### config.mk
export PLATFORM = sky130hd
export DESIGN_NAME = instruction_fetch
export DESIGN_NICKNAME = d
export VERILOG_FILES = /design/src/rtl/mips_pkg.sv /design/src/rtl/if_id_register.sv /design/src/rtl/instruction_fetch.sv
export SDC_FILE = /design/constraint.sdc
export NUM_CORES = 1
export LEC_CHECK = 0
export CORE_MARGIN = 4
export CORE_UTILIZATION = 49
export DETAILED_ROUTE_END_ITERATION = 12
export PLACE_DENSITY = 0.85
export SLEW_MARGIN = 10
export SYNTH_ARGS = -nofsm -noshare
export SYNTH_HDL_FRONTEND = slang
export SYNTH_SLANG_ARGS = --single-unit
### constraint.sdc
create_clock -name clk -period 3.69 [get_ports clk]
set_input_delay 0.738 -clock clk [delete_from_list [all_inputs] [get_ports clk]]
set_output_delay 0.738 -clock clk [all_outputs]
set_load 0.02 [all_outputs]
### src/rtl/mips_pkg.sv
// mips_pkg: shared constants and types for the fetch stage.
//   NOP          - instruction word loaded on flush/reset
//   IMEM_AW      - instruction memory word-index width
//   IMEM_BYTES   - size of the instruction image in bytes
//   fetch_state_t- fetch FSM state encoding
//   in_image()   - true when a byte address lies inside the image
package mips_pkg;

    localparam logic [31:0] NOP        = 32'h0000_0000;
    localparam int          IMEM_AW    = 6;
    localparam int          IMEM_BYTES = 256;
    localparam int          IMEM_OFF_W = IMEM_AW + 2;

    typedef enum logic [1:0] {
        BOOT  = 2'd0,
        RUN   = 2'd1,
        FAULT = 2'd2
    } fetch_state_t;

    // Any set bit above the image offset means the address is outside the
    // image; the word index must never be allowed to wrap silently.
    function automatic logic in_image(input logic [31:0] addr);
        return (addr[31:IMEM_OFF_W] == '0);
    endfunction

endpackage

### src/rtl/if_id_register.sv
// if_id_register: IF/ID pipeline register.
//   clk, rst_n        - clock, asynchronous active-low reset
//   load              - capture instr_d/pc_d/pc_plus4_d and mark valid
//   flush             - invalidate and insert NOP (wins over load)
//   instr_d, pc_d,
//   pc_plus4_d        - next-stage data from fetch
//   valid, instr, pc,
//   pc_plus4          - registered IF/ID contents
// With neither load nor flush the register holds.
module if_id_register
    import mips_pkg::*;
#(
    parameter int DATA_W = 32
) (
    input  logic              clk,
    input  logic              rst_n,
    input  logic              load,
    input  logic              flush,
    input  logic [DATA_W-1:0] instr_d,
    input  logic [DATA_W-1:0] pc_d,
    input  logic [DATA_W-1:0] pc_plus4_d,
    output logic              valid,
    output logic [DATA_W-1:0] instr,
    output logic [DATA_W-1:0] pc,
    output logic [DATA_W-1:0] pc_plus4
);

    logic              vld_p1;
    logic [DATA_W-1:0] instr_p1;
    logic [DATA_W-1:0] pc_p1;
    logic [DATA_W-1:0] pc_plus4_p1;

    // IF -> ID stage boundary
    always_ff @(posedge clk or negedge rst_n) begin
        if (!rst_n) begin
            vld_p1      <= 1'b0;
            instr_p1    <= DATA_W'(NOP);
            pc_p1       <= '0;
            pc_plus4_p1 <= '0;
        end else if (flush) begin
            // The PC fields keep their old values; only valid/instr matter.
            vld_p1   <= 1'b0;
            instr_p1 <= DATA_W'(NOP);
        end else if (load) begin
            vld_p1      <= 1'b1;
            instr_p1    <= instr_d;
            pc_p1       <= pc_d;
            pc_plus4_p1 <= pc_plus4_d;
        end
    end

    assign valid    = vld_p1;
    assign instr    = instr_p1;
    assign pc       = pc_p1;
    assign pc_plus4 = pc_plus4_p1;

endmodule

### src/rtl/instruction_fetch.sv
// instruction_fetch: PC register, fetch FSM and IF/ID register.
//   clk, rst_n     - clock, asynchronous active-low reset
//   stall          - hold PC and IF/ID
//   redirect,
//   redirect_pc    - taken branch/jump and its byte target
//   imem_addr      - word index into instruction memory (pc_q[7:2])
//   imem_rd        - combinational instruction memory read data
//   if_valid, if_instr, if_pc, if_pc_plus4 - IF/ID contents
//   range_err      - sticky: a fetch was attempted outside the image
//   misalign_err   - sticky: a redirect target had nonzero low bits
module instruction_fetch
    import mips_pkg::*;
#(
    parameter logic [31:0] RESET_PC = 32'h0000_0000
) (
    input  logic               clk,
    input  logic               rst_n,
    input  logic               stall,
    input  logic               redirect,
    input  logic [31:0]        redirect_pc,
    output logic [IMEM_AW-1:0] imem_addr,
    input  logic [31:0]        imem_rd,
    output logic               if_valid,
    output logic [31:0]        if_instr,
    output logic [31:0]        if_pc,
    output logic [31:0]        if_pc_plus4,
    output logic               range_err,
    output logic               misalign_err
);

    fetch_state_t state_q, state_d;
    logic [31:0]  pc_q, pc_d;
    logic [31:0]  pc_plus4;
    logic         load, flush;
    logic         set_range, set_misalign;

    assign pc_plus4  = pc_q + 32'd4;
    assign imem_addr = pc_q[IMEM_OFF_W-1:2];

    always_comb begin
        state_d      = state_q;
        pc_d         = pc_q;
        load         = 1'b0;
        flush        = 1'b0;
        set_range    = 1'b0;
        set_misalign = redirect && (redirect_pc[1:0] != 2'b00);

        if (redirect) begin
            // Redirect beats stall and escapes FAULT; the target is forced
            // to word alignment and the instruction in flight is killed.
            pc_d    = {redirect_pc[31:2], 2'b00};
            flush   = 1'b1;
            state_d = RUN;
        end else begin
            case (state_q)
                BOOT: begin
                    state_d = RUN;
                end
                RUN: begin
                    if (!stall) begin
                        if (!in_image(pc_q)) begin
                            flush     = 1'b1;
                            set_range = 1'b1;
                            state_d   = FAULT;
                        end else begin
                            load = 1'b1;
                            pc_d = pc_plus4;
                        end
                    end
                end
                FAULT: begin
                    state_d = FAULT;
                end
                default: begin
                    state_d = BOOT;
                end
            endcase
        end
    end

    // PC / FSM stage boundary
    always_ff @(posedge clk or negedge rst_n) begin
        if (!rst_n) begin
            state_q      <= BOOT;
            pc_q         <= RESET_PC;
            range_err    <= 1'b0;
            misalign_err <= 1'b0;
        end else begin
            state_q <= state_d;
            pc_q    <= pc_d;
            if (set_range) begin
                range_err <= 1'b1;
            end
            if (set_misalign) begin
                misalign_err <= 1'b1;
            end
        end
    end

    if_id_register #(
        .DATA_W(32)
    ) u_if_id (
        .clk        (clk),
        .rst_n      (rst_n),
        .load       (load),
        .flush      (flush),
        .instr_d    (imem_rd),
        .pc_d       (pc_q),
        .pc_plus4_d (pc_plus4),
        .valid      (if_valid),
        .instr      (if_instr),
        .pc         (if_pc),
        .pc_plus4   (if_pc_plus4)
    );

endmodule

==> reports/metrics.cfg, run 1 <==
[sta]
finalSetupTns_ns=0
rsz0062_at_grt=no
setup_viol=0
clock_skew_ns=0.00993
tightestPinTransition_ns=0.933
hold_violations=0
fin_ws_ns=1.30
maxSlewHeadroom_pct=37.8
slew_violations=0
finalCriticalPeriod_ns=2.39
timing.fmax_mhz=418
finalCritPeriodShare_pct=64.9

[drt]
vias_per_cell=5.17
drc=0
drt_iter0_markers=211
drtAntennaViolNets=0
post_drt_wl_per_cell_um=17.1
wirelength_mm=12.6
first_pass_iters=5
vias=3803

[logic_synthesis]
yosysSeqAreaShare_pct=62.0
netlist_instances=430
yosys_warnings=0
syn_avg_cell_area_um2=11.9
ys_types=37
synth_top_cell_area_share_pct=62.0
yosys-top-cells-area=dfrtp_1, nor2b_1, mux2_2
synth.largest_area_cell=dfrtp_1
syn_area_um2=5130
ys_seq_elements=127

[cts]
cts_made_buffers=17
tritoncts=built
post_cts_resized=0
cts_max_path_buffers=2
cts_setup_buffers=0
clock-root-buffer=clkbuf_8
path_clk_slew_ns=0.06
hold_buffers=0
htreeDepth=4
numClockSinks=127
clk_latency_ns=0.50

[cells_and_area]
layout_common_cells=clkdlybuf4s50_1, dfrtp_1, nor2b_1, nand2_1
layout-drive-gt1-share_pct=12.4
area_growth_pct=44.3
nNetsFinal=658
final_common_cell=clkdlybuf4s50_1
num-fill-cells=751
n_antenna_cell=0

[job]
max-cap-violations=0

[worst_setup_path]
cp_slowest_cell=clkdlybuf4s50_1
crit_buf_inv=1
reg2reg_slack_ns=1.37
worstReg2RegStart=pc_q[9]$_DFFE_PN0P_
critPathMaxStageDelay_ns=0.69
cp_num_cells=1
reg2reg_depth=5
path_class=flip-flop to output port
crit_path_end_kind=output port
cp_cell_sequence=clkdlybuf4s50_1
worst-path-max-fanout=7
crit_family=buffers and inverters
startpoint_type=flip-flop
rr_endpoint=range_err$_DFFE_PN0P_
required_ns=2.95
cp_data_arrival_time_ns=1.66
crit_start=pc_q[6]$_DFFE_PN0P_

[placed_design]
portBuffers=168
gp_congestion=0.761
dpl_worst_slack_ns=1.05
dp_hpwl_mm=8.78

[global_route]
grt_max_degree=77
globalRouteOverflowTotal=0
grt_pass1_wl_mm=19.9
antenna_found_initial=0
first_global_vias=3958
grt_usage_pct=21.3

[pwr]
peakVddDrop_uv=308
p_leak_nw=3.23
power.density_nw_per_um2=454

[floorplan]
fp.dieW_um=110
core-area_um2=10300
die_h_um=110
num_io_pins=173
num_rows=37
initial_core_util_pct=49.9
die-area_um2=12200

[min_path]
hold_path_class=primary input to async pin

[run_status]
run_status=complete, no violations

## metrics by stage
step                      power [mW]  instances  instance area (µm²)  util [%]  hold slack [ns]
after floorplan                 1.71        433                 5140         -            0.442
after global placement          1.85        704                 6850      66.7            0.451
after detailed placement        1.87        704                 6850      66.7            0.464
after CTS                       3.40        735                 7400      72.0            0.404
after global routing            3.51        735                 7400      72.0            0.431
final                           3.36        735                 7400      72.0            0.378
## synthesized netlist by cell type
cell type	count
dfrtp_1	127
nor2b_1	54
nand2_1	38
a21oi_1	34
nand4_1	34
mux2_2	23
clkbuf_1	13
buf_4	12
mux2_1	12
buf_1	9
nand3_1	9
o21ai_0	8
buf_2	7
nand2b_1	5
inv_1	4
nor2_1	4
nor4_2	4
a22oi_1	3
ha_1	3
mux2i_1	3
nor4_1	3
xnor2_1	3
nor3_1	2
or2_2	2
xor2_1	2
a211oi_1	1
a221o_1	1
a41oi_1	1
and2_1	1
and4_1	1
conb_1	1
nand4_2	1
nor3b_1	1
nor4b_4	1
o311ai_0	1
or4_1	1
or4b_2	1
## report_power, final
part           total [mW]  leakage, nW  internal (mW)  switching [mW]
logic               0.364         1.28          0.158           0.206
registers            1.48         1.69           1.44          0.0388
clock network        1.52        0.263          0.927           0.595
total                3.36         3.23           2.52           0.840
## cell type report
cell class                      instances  area (µm²)  area share [%]
Multi-Input combinational cell        261        1740            23.5
Timing Repair Buffer                  176        1750            23.6
Sequential cell                       127        3180            42.9
Tap cell                              136         170            2.30
Clock inverter                         12         110            1.49
Clock buffer                           19         442            5.96
Inverter                                4        15.0           0.203
## worst register-to-register path: stages, from the launching register on
cell and delay, ns:
dfrtp_1 0.39, nor4_2 0.35, and4_1 0.70, buf_4 0.37, a211oi_1 0.10, or2_2 0.28
## worst max-delay path by stage
stage / end / slack [ns]
after floorplan: u_if_id.pc[2]$_DFFE_PN0P_ / 1.65
after global placement: u_if_id.pc[7]$_DFFE_PN0P_ / 1.13
after detailed placement: u_if_id.pc[7]$_DFFE_PN0P_ / 1.05
after CTS: imem_addr[4] / 1.26
after global routing: range_err$_DFFE_PN0P_ / 1.21
final: imem_addr[4] / 1.30
## kinds of logic after synthesis
group	Yosys count	synth area share, %
fa+ha+maj	3	0.732
flops	127	62.0
mux	38	8.27
buf+inv	45	4.34
simple gates	162	18.6
xor+xnor	5	0.854
compound gates	49	5.22
other cells	1	0.0731
## flip-flops by register name (all words and copies together), names as in the netlist
| signal | flops |
|---|---|
| misalign_err | 1 |
| u_if_id.pc_plus4 | 30 |
| u_if_id.pc | 30 |
| u_if_id.valid | 1 |
| range_err | 1 |
| state_q | 2 |
| u_if_id.instr | 32 |
| pc_q | 30 |
## per-layer routing
metal  wire (µm)  GRT usage (%)  up-vias
met1        4990           26.9     1866
met3         801           5.07       16
met2        6560           35.4      137
li1            -              -     1784
met5           0              0        -
met4         248           8.71        0
(Power assumes the default switching activity.)
==> run 2, diff against run 1 <==
CORE_UTILIZATION = 46   (was 49)
PLACE_DENSITY = 0.81   (was 0.85)
clock period = 2.23 ns   (was 3.69 ns; I/O delays follow)
==> run 2 against run 1 <==
Clock skew decreased by 0.0020 ns; first-iteration DRC count increased by 58%; clock-buffer cell count increased by 3; via count increased by 1.9%; non-clock buffer count increased by 8; sequential cell count unchanged; worst hold slack got worse by 0.35 ns; die area increased by 6.0%; total power increased by 63%; final cell count increased by 1.8%; design area increased by 0.68%; combinational power increased by 70%.
==> reports/metrics.cfg, run 2 (synthesized netlist as in run 1, its figures left out) <==
[worst_setup_path]
cp_slowest_cell=clkdlybuf4s50_1  ; unchanged
startpoint_type=flip-flop  ; unchanged
cp_cell_sequence=clkdlybuf4s50_1  ; unchanged
crit_path_end_kind=output port  ; unchanged
crit_buf_inv=1  ; unchanged
critPathMaxStageDelay_ns=0.69  ; about the same
crit_start=pc_q[6]$_DFFE_PN0P_  ; unchanged
worst-path-max-fanout=7  ; unchanged
crit_family=buffers and inverters  ; unchanged
required_ns=1.78  ; was 2.95 ns
path_class=flip-flop to output port  ; unchanged
worstReg2RegStart=pc_q[17]$_DFFE_PN0P_  ; was pc_q[9]$_DFFE_PN0P_
cp_data_arrival_time_ns=1.68  ; was 1.66 ns

[cells_and_area]
area_growth_pct=45.3  ; was 44.3%
layout-drive-gt1-share_pct=12.8  ; was 12.4%
final_cells=748  ; was 735
largest_register_ffs=32  ; unchanged
final_common_cell=clkdlybuf4s50_1  ; unchanged
fin_area_um2=7450  ; was 7400 µm²
layout_common_cells=clkdlybuf4s50_1, dfrtp_1, nor2b_1, nand2_1  ; unchanged
n_antenna_cell=0  ; unchanged
nNetsFinal=666  ; was 658

[sta]
finalSetupTns_ns=0  ; unchanged
clock_skew_ns=0.00791  ; was 0.00993 ns
slew_violations=0  ; unchanged
finalCritPeriodShare_pct=95.4
holdWs_ns=0.0296  ; was 0.378 ns
tightestPinTransition_ns=0.656  ; was 0.933 ns
maxSlewHeadroom_pct=56.3  ; was 37.8%
rsz0062_at_grt=no  ; unchanged
finalCriticalPeriod_ns=2.13
timing.fmax_mhz=470
hold_violations=0  ; unchanged
setup_viol=0  ; unchanged

[placed_design]
portBuffers=168  ; unchanged
dp_hpwl_mm=8.91  ; was 8.78 mm
dp_cells=716  ; was 704
placedInstanceArea_um2=6930  ; was 6850 µm²
gp_congestion=0.820  ; was 0.761

[cts]
path_clk_slew_ns=0.06  ; about the same
cts_setup_buffers=0  ; unchanged
hold_buffers=0  ; unchanged
cts_made_buffers=17  ; unchanged
htreeDepth=4  ; unchanged
post_cts_resized=0  ; unchanged
tritoncts=built  ; unchanged
clk_latency_ns=0.51  ; was 0.50 ns
cts_max_path_buffers=2  ; unchanged
numClockSinks=127  ; unchanged
clock-root-buffer=clkbuf_8  ; unchanged

[drt]
first_pass_iters=4  ; was 5
drt_iter0_markers=334  ; was 211
vias=3875  ; was 3,803
vias_per_cell=5.18  ; was 5.17
drc=0  ; unchanged
wirelength_mm=12.5  ; was 12.6 mm
post_drt_wl_per_cell_um=16.7  ; was 17.1 µm
drtAntennaViolNets=0  ; unchanged

[floorplan]
num_rows=38  ; was 37
die_h_um=114  ; was 110 µm
core-area_um2=10900  ; was 10,300 µm²
fp.dieW_um=114  ; was 110 µm
die-area_um2=12900  ; was 12,200 µm²
num_io_pins=173  ; unchanged
initial_core_util_pct=47.1  ; was 49.9%

[global_route]
grt_usage_pct=20.1  ; was 21.3%
globalRouteOverflowTotal=0  ; unchanged
first_global_vias=4075  ; was 3,958
grt_max_degree=128  ; was 77
grt_pass1_wl_mm=20.5  ; was 19.9 mm
antenna_found_initial=0  ; unchanged

[pwr]
p_leak_nw=3.26  ; was 3.23 nW
power.density_nw_per_um2=734  ; was 454 nW/µm²
peakVddDrop_uv=487  ; was 308 µV

[min_path]
hold_path_class=primary input to async pin  ; unchanged

[job]
max-cap-violations=0  ; unchanged

[run_status]
run_status=complete, no violations  ; unchanged

## run 2: final timing paths
| kind | end | slack, ns | depth (start not counted) |
|---|---|---|---|
| min reg2reg | range_err$_DFFE_PN0P_ | 0.47 | 1 |
| min | u_if_id.pc_plus4[10]$_DFFE_PN0P_ | 0.03 | 2 |
| max | imem_addr[4] | 0.10 | 1 |
| min in group clk | u_if_id.valid$_DFFE_PN0P_ | 0.31 | 2 |
| max in group asynchronous | pc_q[3]$_DFFE_PN0P_ | 1.70 | 2 |
| max reg2reg | pc_q[3]$_DFFE_PN0P_ | 0.21 | 6 |
## run 2: where the power goes
group          internal [mW]  switching [mW]  total [mW]
Sequential              2.38          0.0638        2.44
Clock                   1.47           0.942        2.41
Combinational          0.274           0.345       0.619
Total                   4.12            1.35        5.47
## run 2: per-layer routing
metal	share of wire, %	up-vias	track usage, %
met2	50	136	33.0
met3	6.3	26	4.72
met5	0	-	0
met4	2.7	0	9.21
li1	-	1807	-
met1	41	1906	25.2
## run 2: cell type report
| type | count | area (µm²) |
|---|---|---|
| Clock inverter | 10 | 91.3 |
| Fill cell | 821 | 3430 |
| Multi-Input combinational cell | 261 | 1740 |
| Timing Repair Buffer | 184 | 1820 |
| Tap cell | 140 | 175 |
| Clock buffer | 22 | 433 |
| Sequential cell | 127 | 3180 |
| Inverter | 4 | 15.0 |
## run 2: per-stage QoR
stage	power (mW)	setup slack, ns	utilization, %
floorplan	2.82	0.308	-
global placement	3.08	0.0883	63.7
detailed placement	3.10	0.0438	63.7
CTS	5.53	0.0632	68.5
global route	5.71	0.0118	68.5
finish	5.47	0.103	68.5
